**config.mk**
```make
export PLATFORM = sky130hd
export DESIGN_NAME = mul_div_unit
export DESIGN_NICKNAME = d
export VERILOG_FILES = /design/src/rtl/alu_defs.sv /design/src/rtl/mdu_cond_neg.sv /design/src/rtl/mul_div_unit.sv
export SDC_FILE = /design/constraint.sdc
export NUM_CORES = 1
export LEC_CHECK = 0
export BUFFER_PORTS_ARGS = -buffer_cell sky130_fd_sc_hd__buf_2
export CAP_MARGIN = 20
export CORE_MARGIN = 3
export CORE_UTILIZATION = 55
export DETAILED_ROUTE_END_ITERATION = 10
export GPL_ROUTABILITY_DRIVEN = 0
export HOLD_SLACK_MARGIN = 0.03
export MAX_ROUTING_LAYER = met4
export PLACE_DENSITY = 0.74
export SLEW_MARGIN = 30
export SYNTH_ARGS = -nofsm -noshare
export SYNTH_HDL_FRONTEND = slang
export SYNTH_SLANG_ARGS = --single-unit
```
**constraint.sdc**
```tcl
create_clock -name clk -period 3.85 [get_ports clk]
set_clock_uncertainty 0.1 [all_clocks]
set_input_delay 0 -clock clk [delete_from_list [all_inputs] [get_ports clk]]
set_output_delay 0 -clock clk [all_outputs]
set_load 0.01 [all_outputs]
```
**src/rtl/alu_defs.sv**
```systemverilog
// Shared ALU/MDU control encodings and FSM state types, so the ALU, alu_ctl and the
// multiply/divide unit all decode ctl from one place.
package alu_defs;

  localparam logic [5:0] CtlAdd   = 6'd32;
  localparam logic [5:0] CtlSub   = 6'd34;
  localparam logic [5:0] CtlMult  = 6'd24;
  localparam logic [5:0] CtlMultu = 6'd25;
  localparam logic [5:0] CtlDiv   = 6'd26;
  localparam logic [5:0] CtlDivu  = 6'd27;

  typedef enum logic [1:0] {
    StIdle = 2'd0,
    StCalc = 2'd1,
    StFix  = 2'd2
  } mdu_state_e;

  typedef enum logic [1:0] {
    ClsNone = 2'd0,
    ClsAlu  = 2'd1,
    ClsMul  = 2'd2,
    ClsDiv  = 2'd3
  } ctl_class_e;

  function automatic ctl_class_e ctl_class(input logic [5:0] ctl);
    ctl_class_e cls;
    cls = ClsNone;
    case (ctl)
      CtlAdd, CtlSub:    cls = ClsAlu;
      CtlMult, CtlMultu: cls = ClsMul;
      CtlDiv, CtlDivu:   cls = ClsDiv;
      default:           cls = ClsNone;
    endcase
    return cls;
  endfunction

  function automatic logic ctl_is_signed(input logic [5:0] ctl);
    return (ctl == CtlMult) || (ctl == CtlDiv);
  endfunction

endpackage

```
**src/rtl/mdu_cond_neg.sv**
```systemverilog
// Conditional two's-complement negate: o_val = i_neg ? -i_val : i_val (modulo 2^WIDTH).
module mdu_cond_neg #(
  parameter int unsigned WIDTH = 32
) (
  input  logic [WIDTH-1:0] i_val,
  input  logic             i_neg,
  output logic [WIDTH-1:0] o_val
);

  assign o_val = i_neg ? (~i_val + WIDTH'(1)) : i_val;

endmodule

```
**src/rtl/mul_div_unit.sv**
```systemverilog
// Iterative MIPS mult/multu/div/divu unit owning HI/LO: one bit per cycle on magnitudes,
// then a single sign-fix cycle. start/busy/done handshake lets EX stall around it.
import alu_defs::*;

module mul_div_unit #(
  parameter  int unsigned WIDTH = 32,
  localparam int unsigned CNT_W = $clog2(WIDTH + 1)
) (
  input  logic             clk,
  input  logic             rst_n,
  input  logic             start,
  input  logic [5:0]       ctl,
  input  logic [WIDTH-1:0] a,
  input  logic [WIDTH-1:0] b,
  output logic             busy,
  output logic             done,
  output logic [WIDTH-1:0] hi,
  output logic [WIDTH-1:0] lo,
  output logic             div_by_zero
);

  mdu_state_e         r_state;
  logic [CNT_W-1:0]   r_cnt;
  logic               r_is_div;
  logic               r_dz;
  logic               r_neg_res;
  logic               r_neg_a;
  logic [WIDTH-1:0]   r_opnd;
  logic [2*WIDTH-1:0] r_acc;
  logic [WIDTH:0]     r_rem;
  logic               r_busy;
  logic               r_done;
  logic [WIDTH-1:0]   r_hi;
  logic [WIDTH-1:0]   r_lo;
  logic               r_dbz;

  ctl_class_e         w_cls;
  logic               w_accept;
  logic               w_is_div;
  logic               w_dz;
  logic               w_neg_a;
  logic               w_neg_b;
  logic [WIDTH-1:0]   w_mag_a;
  logic [WIDTH-1:0]   w_mag_b;
  logic [WIDTH-1:0]   w_addend;
  logic [WIDTH:0]     w_mul_sum;
  logic [2*WIDTH-1:0] w_mul_next;
  logic [WIDTH:0]     w_rem_sh;
  logic [WIDTH:0]     w_rem_diff;
  logic               w_q_bit;
  logic [2*WIDTH-1:0] w_div_next;
  logic [2*WIDTH-1:0] w_prod;
  logic [WIDTH-1:0]   w_quo;
  logic [WIDTH-1:0]   w_rem;

  assign w_cls    = ctl_class(ctl);
  assign w_is_div = (w_cls == ClsDiv);
  assign w_accept = (r_state == StIdle) && start && ((w_cls == ClsMul) || w_is_div);
  assign w_dz     = w_is_div && (b == '0);
  assign w_neg_a  = ctl_is_signed(ctl) && a[WIDTH-1];
  assign w_neg_b  = ctl_is_signed(ctl) && b[WIDTH-1];

  mdu_cond_neg #(.WIDTH(WIDTH)) u_mag_a (
    .i_val (a),
    .i_neg (w_neg_a),
    .o_val (w_mag_a)
  );

  mdu_cond_neg #(.WIDTH(WIDTH)) u_mag_b (
    .i_val (b),
    .i_neg (w_neg_b),
    .o_val (w_mag_b)
  );

  // Multiply: acc = {partial, multiplier}; add multiplicand on LSB, then shift right with carry.
  assign w_addend   = r_acc[0] ? r_opnd : '0;
  assign w_mul_sum  = {1'b0, r_acc[2*WIDTH-1:WIDTH]} + {1'b0, w_addend};
  assign w_mul_next = {w_mul_sum, r_acc[WIDTH-1:1]};

  // Divide: dividend shifts out of acc[WIDTH-1], quotient bits shift in at acc[0].
  assign w_rem_sh   = (r_rem << 1) | {{WIDTH{1'b0}}, r_acc[WIDTH-1]};
  assign w_rem_diff = w_rem_sh - {1'b0, r_opnd};
  assign w_q_bit    = ~w_rem_diff[WIDTH];
  assign w_div_next = {r_acc[2*WIDTH-1:WIDTH], r_acc[WIDTH-2:0], w_q_bit};

  mdu_cond_neg #(.WIDTH(2 * WIDTH)) u_fix_prod (
    .i_val (r_acc),
    .i_neg (r_neg_res),
    .o_val (w_prod)
  );

  mdu_cond_neg #(.WIDTH(WIDTH)) u_fix_quo (
    .i_val (r_acc[WIDTH-1:0]),
    .i_neg (r_neg_res),
    .o_val (w_quo)
  );

  mdu_cond_neg #(.WIDTH(WIDTH)) u_fix_rem (
    .i_val (r_rem[WIDTH-1:0]),
    .i_neg (r_neg_a),
    .o_val (w_rem)
  );

  always_ff @(posedge clk or negedge rst_n) begin
    if (!rst_n) begin
      r_state   <= StIdle;
      r_cnt     <= '0;
      r_is_div  <= 1'b0;
      r_dz      <= 1'b0;
      r_neg_res <= 1'b0;
      r_neg_a   <= 1'b0;
      r_opnd    <= '0;
      r_acc     <= '0;
      r_rem     <= '0;
      r_busy    <= 1'b0;
      r_done    <= 1'b0;
      r_hi      <= '0;
      r_lo      <= '0;
      r_dbz     <= 1'b0;
    end else begin
      r_done <= 1'b0;
      case (r_state)
        StIdle: begin
          if (w_accept) begin
            r_busy    <= 1'b1;
            r_dbz     <= 1'b0;
            r_cnt     <= '0;
            r_is_div  <= w_is_div;
            r_dz      <= w_dz;
            r_neg_res <= w_neg_a ^ w_neg_b;
            r_neg_a   <= w_neg_a;
            r_rem     <= '0;
            if (w_is_div) begin
              r_opnd <= w_mag_b;
              // Divide by zero keeps raw a so FIX can return it in hi.
              r_acc  <= {{WIDTH{1'b0}}, (w_dz ? a : w_mag_a)};
            end else begin
              r_opnd <= w_mag_a;
              r_acc  <= {{WIDTH{1'b0}}, w_mag_b};
            end
            r_state <= w_dz ? StFix : StCalc;
          end
        end
        StCalc: begin
          if (r_is_div) begin
            r_acc <= w_div_next;
            r_rem <= w_q_bit ? w_rem_diff : w_rem_sh;
          end else begin
            r_acc <= w_mul_next;
          end
          r_cnt <= r_cnt + CNT_W'(1);
          if (r_cnt == CNT_W'(WIDTH - 1)) begin
            r_state <= StFix;
          end
        end
        StFix: begin
          r_state <= StIdle;
          r_busy  <= 1'b0;
          r_done  <= 1'b1;
          if (r_dz) begin
            r_hi  <= r_acc[WIDTH-1:0];
            r_lo  <= '1;
            r_dbz <= 1'b1;
          end else if (r_is_div) begin
            r_hi <= w_rem;
            r_lo <= w_quo;
          end else begin
            r_hi <= w_prod[2*WIDTH-1:WIDTH];
            r_lo <= w_prod[WIDTH-1:0];
          end
        end
        default: begin
          r_state <= StIdle;
          r_busy  <= 1'b0;
        end
      endcase
    end
  end

  assign busy        = r_busy;
  assign done        = r_done;
  assign hi          = r_hi;
  assign lo          = r_lo;
  assign div_by_zero = r_dbz;

endmodule

```
==> flow_summary.yaml, run 1 <==
worst_setup_path:
  endpoint_kind: "flop"
  critPathMaxFanout: 4
  crit_end: "r_opnd[30]"
  worstPathRequired_ns: 4.23
  timing.rr.end: "r_acc[57]"
  r2r_slack_ns: 0.18
  startpoint: "b[16]"
  critPathArrivalTime_ns: 4.16
  crit_type: "in2reg"
  r2r_cells: 14
  critPathLaunchType: "input pin"
  r2r_start: "r_acc[0]"
job:
  maxCapViolCount: 0
timing:
  relSlewSlack_pct: 32.4
  finalCritPeriodShare_pct: 98.1
  timing.hold.ws_ns: -0.0254
  max_freq_mhz: 265
  grt_setup_unrepaired: "yes"
  drv_slew: 0
  tightest_slew_ns: 1.01
  fin_setup_tns_ns: 0
  setup_violations: 0
  finalHoldViolCount: 11
  period_minus_slack_ns: 3.78
drt:
  drt_iter0_drc: 2488
  drcViolationCount: 0
  vias_per_cell: 6.54
  wl_per_cell_um: 22.9
  ant_nets: 0
  routed_wl_mm: 61.8
  vias: 17700
  dr.pass1.iters: 6
synthesis:
  synth_edf_count: 0
  syn_nets: 2232
  synth.largest_area_cell: "dfrtp_1"
  ys_async_sr_fraction_pct: 100
  synth_top_family_by_area: "compound AO/OA/AOI/OAI gates"
  synth_fa_ha_area_share_pct: 5.40
  dominantRegCellSynth: "dfrtp_1"
  yosys-top-cells-area: "dfrtp_1 31%, xor2_1 7.0%, xnor2_1 5.2%"
  synthCells: 2088
  synth_top_area_share_pct: 31.0
  synth-compound-area-share_pct: 23.6
  synthSimpleGateAreaFrac_pct: 19.6
  netlist_area_um2: 16700
  yosysWarnings: 0
  synth_area_per_cell_um2: 8.01
  synth_cell_types: 79
  seq_area_frac_synth_pct: 31.0
  synthXorXnorAreaFrac_pct: 12.1
  ys_ff_latch: 207
  muxShareOfSynthArea_pct: 3.57
outcome:
  violations: "negative hold slack"
  outcome: "complete, but fails checks"
clock_tree:
  root_buffer: "clkbuf_16"
  htreeDepth: 1
  cts_sinks: 207
  clk_path_buf_depth: 3
  cts_buffers: 25
  clk_latency_ns: 0.55
  cts_tree: "done"
  cts.clk_slew.worst_paths_ns: 0.06
global_route:
  grt_pass1_wl_mm: 96.1
  grt_overflow: 0
  grt_max_degree: 115
  track_usage_pct: 37.7
  antenna_found_initial: 0
  grt_pass1_vias: 16800
floorplanning:
  die_area_um2: 32500
  initial_core_util_pct: 56.1
  rows: 63
  die_y_um: 180
  io_pins: 140
  coreArea_um2: 29800
  die_x_um: 180
worst_hold_path:
  hold_class: "in2async"
final_layout:
  area_delta_synth_final_pct: 19.6
  regArea_um2: 5190
  antenna_cells: 0
  fillCellCount: 2404
  multi_input_area_um2: 10900
  drive_above_1_share_pct: 14.1
  postLayoutCellArea_um2: 20000
  fin_nets: 2436
placement:
  place_area_um2: 18000
  numPortBuffers: 139
  dp_hpwl_mm: 44.8
power:
  power.density_nw_per_um2: 674
  leakage_nw: 8.59
  vdd_ir_drop_max_mv: 0.431
layout by cell type, fill, tap and decap left out, drive strengths merged, types with 17 or more instances in the layout:
cell type,n
a21o,40
a21oi,146
a31oi,32
and3,18
buf,218
clkbuf,32
dfrtp,207
dlygate4sd3,99
ha,69
inv,66
mux2i,54
nand2,191
nand2b,24
nand3,109
nor2,199
nor3,41
o211ai,34
o21ai,220
o221ai,17
o31ai,53
o41ai,19
or3,21
xnor2,99
xor2,133
metal layers:
metal  wire length (µm)  share of wire (%)  track usage (%)  up-vias
li1                   -                  -                -     7899
met1              24200                 39             49.9     8313
met2              26200                 42             54.3     1208
met3               7140                 12             8.03      258
met4               4270                6.9             20.1        0
met5                  0                  0                -        -
per-stage QoR:
stage,utilization (%),total power [W],setup slack (ns),instances,hold WS (ns)
after floorplan,-,0.00784,0.417,2088,-0.396
after global placement,60.3,0.0100,0.298,2552,0.0898
after detailed placement,60.3,0.0102,0.230,2552,0.0991
after CTS,66.8,0.0132,0.0288,2698,0.0301
after global routing,67.1,0.0142,-0.0846,2701,0.0656
final,67.1,0.0135,0.0718,2701,-0.0254
kinds of logic (layout without fill, tap and decap cells):
kind of cell / Yosys count / count (layout)
compound gates: 632 / 632
xor+xnor: 232 / 232
fa+ha+maj: 71 / 71
buf+inv: 204 / 427
flops: 207 / 207
mux: 59 / 59
simple gates: 683 / 683
cell type report:
type / count / area share (%)
multi-input combinational: 1677 / 54.2
clock buffer: 32 / 3.46
tap: 390 / 2.44
inverter: 64 / 1.20
timing repair buffer: 317 / 11.5
sequential: 207 / 25.9
clock inverter: 14 / 1.21
Yosys cell counts, types with 4 or more instances:
master,number
o21ai_1,80
nand3_1,107
mux2i_1,54
a311oi_1,7
a221oi_1,8
ha_1,69
or3_1,20
o22ai_1,4
nor2b_1,12
and3_1,18
and2_1,9
xor2_1,133
dfrtp_1,207
nor2_1,198
nand2b_1,24
nand4_1,13
nor4_1,6
a21oi_1,146
o21bai_1,7
buf_1,18
mux2_2,4
nor3_1,38
a21o_1,40
nand2_1,191
or4_1,11
o221ai_1,17
buf_2,10
a2111oi_0,7
o211ai_1,33
o21a_1,6
a31oi_1,32
or2_2,10
o41ai_1,16
a221o_1,5
a211oi_1,7
o31ai_2,4
xnor2_1,99
o31ai_1,49
inv_1,64
o21ai_0,140
nor4_2,4
clkbuf_1,108
how the worst min path moves through the flow:
stage	slack, ns	depth (start not counted)	end
2_1_floorplan	-0.40	0	busy
3_3_place_gp	0.09	1	done
3_5_place_dp	0.1	1	lo[9]
4_1_cts	0.03	5	r_opnd[1]
5_1_grt	0.07	5	r_opnd[31]
6_report	-0.03	2	done
critical path, cell delays in order:
cell and delay (ns):
dlygate4sd3_1 0.55, buf_2 0.14, or4_1 0.51, nor4_4 0.25, nand3_2 0.19, nor2_2 0.21, a21oi_1 0.12, xor2_1 0.26
dlygate4sd3_1 0.62, nor2_1 0.05, dlygate4sd3_1 0.58, o22ai_1 0.12, dlygate4sd3_1 0.56
repair_timing:
action	4_1_cts	5_1_grt
buffers inserted	0	4
hold buffers	100	0
endpoints found under the hold margin	172	0
resized for setup	0	17
endpoints found under the setup margin	0	17
power breakdown:
group	switching (W)	leakage (nW)	internal, W
logic	0.00414	5.69	0.00285
clock network	0.00102	0.443	0.00168
registers	0.000842	2.45	0.00295
registers in the layout, indices dropped and copies added, names as in the netlist:
name / flops
r_acc: 64
hi: 32
lo: 32
r_opnd: 32
r_rem: 32
r_cnt: 6
r_state: 2
busy: 1
div_by_zero: 1
done: 1
r_dz: 1
r_is_div: 1
r_neg_a: 1
r_neg_res: 1
No activity file was read; power rests on OpenSTA's default activity.
==> run 2: changes to the inputs <==
- CAP_MARGIN: 20 -> 10
- CORE_ASPECT_RATIO: unset -> 1.2
==> run 2 against run 1 <==
The run now ends clean. Die area about the same. Register-to-register slack improved by 0.03 ns. Setup slack worse by 0.027 ns. Via count shrank 1.7%. Critical path depth is the same. Cell count decreased by 0.78%. Core utilization decreased by 0.89 points. Critical endpoint is now r_acc[18]. Largest cell class unchanged. Largest power group unchanged.
==> flow_summary.yaml, run 2 (same netlist as run 1, synthesis figures left out) <==
drt:
  ant_nets: 0
  vias: 17400
  drcViolationCount: 0
  dr.pass1.iters: 8
  vias_per_cell: 6.48
  wl_per_cell_um: 22.6
  routed_wl_mm: 60.6
  drt_iter0_drc: 1964
clock_tree:
  cts_tree: "done"
  clk_path_buf_depth: 3
  cts_buffers: 23
  cts.clk_slew.worst_paths_ns: 0.06
  cts_sinks: 207
  root_buffer: "clkbuf_16"
  htreeDepth: 1
  clk_latency_ns: 0.52
placement:
  numPortBuffers: 139
  place_inst: 2535
  dp_hpwl_mm: 44.1
global_route:
  antenna_found_initial: 1
  grt_max_degree: 101
  grt_pass1_vias: 16600
  track_usage_pct: 38.1
  grt_overflow: 0
  grt_pass1_wl_mm: 94.0
worst_setup_path:
  critPathMaxFanout: 11
  cp_slowest_stage_delay_ns: 0.60
  path_cells: "dlygate4sd3_1 -> buf_2 -> or4_1 -> or3_4 -> nor4_4 -> buf_4 -> and2_1 -> nor2_2 -> o31ai_1 -> xor2_1 -> dlygate4sd3_1 -> o221ai_1 -> dlygate4sd3_1"
  cp_common_cell: "dlygate4sd3_1"
  crit_path_top_delay_cell: "dlygate4sd3_1"
  critPathLaunchType: "input pin"
  critPathArrivalTime_ns: 4.11
  worstPathRequired_ns: 4.16
  endpoint_kind: "flop"
  crit_type: "in2reg"
power:
  leakage_nw: 8.46
  power.density_nw_per_um2: 651
  vdd_ir_drop_max_mv: 0.400
final_layout:
  drive_above_1_share_pct: 13.0
  fillCellCount: 2474
  area_delta_synth_final_pct: 18.0
  fin_nets: 2418
  regMostFlops: "r_acc"
  multi_input_area_um2: 10800
  layout_common_cells: "205 x dfrtp_1, 196 x nor2_1, 190 x nand2_1"
  antenna_cells: 0
  final_cells: 2680
  regArea_um2: 5190
  layout_commonest_cell: "dfrtp_1"
  largest_reg_flops: 64
floorplanning:
  die_area_um2: 32500
  coreArea_um2: 29800
  rows: 69
  die_y_um: 197
  io_pins: 140
  die_x_um: 165
  initial_core_util_pct: 56.2
outcome:
  outcome: "complete, no violations"
timing:
  setup_violations: 0
  period_minus_slack_ns: 3.81
  drv_slew: 0
  tightest_slew_ns: 0.989
  fin_setup_tns_ns: 0
  relSlewSlack_pct: 33.8
  finalHoldViolCount: 0
  max_freq_mhz: 263
  finalCritPeriodShare_pct: 98.8
  grt_setup_unrepaired: "no"
worst_hold_path:
  hold_class: "in2async"
job:
  maxCapViolCount: 0
-- run 2: cell count changes in the layout (fill, tap and decap cells not counted), moves of 2 or more --
cell / change
buf_12: +2
buf_4: -22
bufinv_16: -3
clkbuf_1: -3
clkbuf_16: -2
clkinv_2: +9
clkinvlp_4: -3
dlygate4sd3_1: +4
inv_6: -2
-- run 2: final timing paths --
check | slack, ns | cells after the start | to | startpoint
worst max-delay path | 0.04 | 13 | r_acc[18] | b[10]
worst min-delay path | 0.02 | 2 | lo[5] | rst_n
worst max register to register | 0.21 | 12 | r_rem[15] | r_rem[0]
worst min register to register | 0.37 | 2 | lo[0] | lo[0]
max in group asynchronous | 2.66 | 3 | r_opnd[13] | rst_n
min in group clk | 0.05 | 4 | r_opnd[30] | ctl[1]
-- run 2: per-layer routing --
metal  share of wire, %  global-route usage, %  up-vias
li1                   -                      -     7863
met1                 37                   46.2     8138
met2                 45                   57.3     1083
met3                 10                   7.09      286
met4                8.7                   25.9        0
met5                  0                      -        -
-- run 2: repair_timing --
action | 4_1_cts | 5_1_grt
setup endpoints to repair | 0 | 10
hold buffers | 103 | 0
endpoints found under the hold margin | 164 | 0
gates resized for setup | 0 | 10
buffers inserted | 0 | 1
-- run 2: per-stage QoR --
stage	hold slack (ns)	utilization (%)	total power, W	setup WS, ns	area (µm²)
3_3_place_gp	0.0607	60.0	0.00995	0.335	17900
4_1_cts	0.0316	66.0	0.0127	0.0116	19700
6_report	0.0181	66.3	0.0128	0.0447	19700
5_1_grt	0.0679	66.3	0.0136	0.00667	19700
3_5_place_dp	0.0605	60.0	0.0101	0.233	17900
2_1_floorplan	-0.396	-	0.00784	0.417	16700
-- run 2: layout make-up --
class	instances	area share [%]
multi-input cells	1677	54.9
clock buffers	25	3.06
inverters	64	1.22
flip-flops and latches	207	26.3
well taps	390	2.47
clock inverters	16	0.837
repair buffers	301	11.2
-- run 2: critical path: cells and delay by family --
family                    cells  cell delay, ns
AOI/OAI and AO/OA             2            0.23
xor gates and xnor gates      1            0.20
buffers and inverters         5            2.10
and+or+nand+nor               5            1.58
-- run 2: power by group --
part	switching (W)	internal [W]
logic	0.00391	0.00279
registers	0.000910	0.00295
clock network	0.000950	0.00133
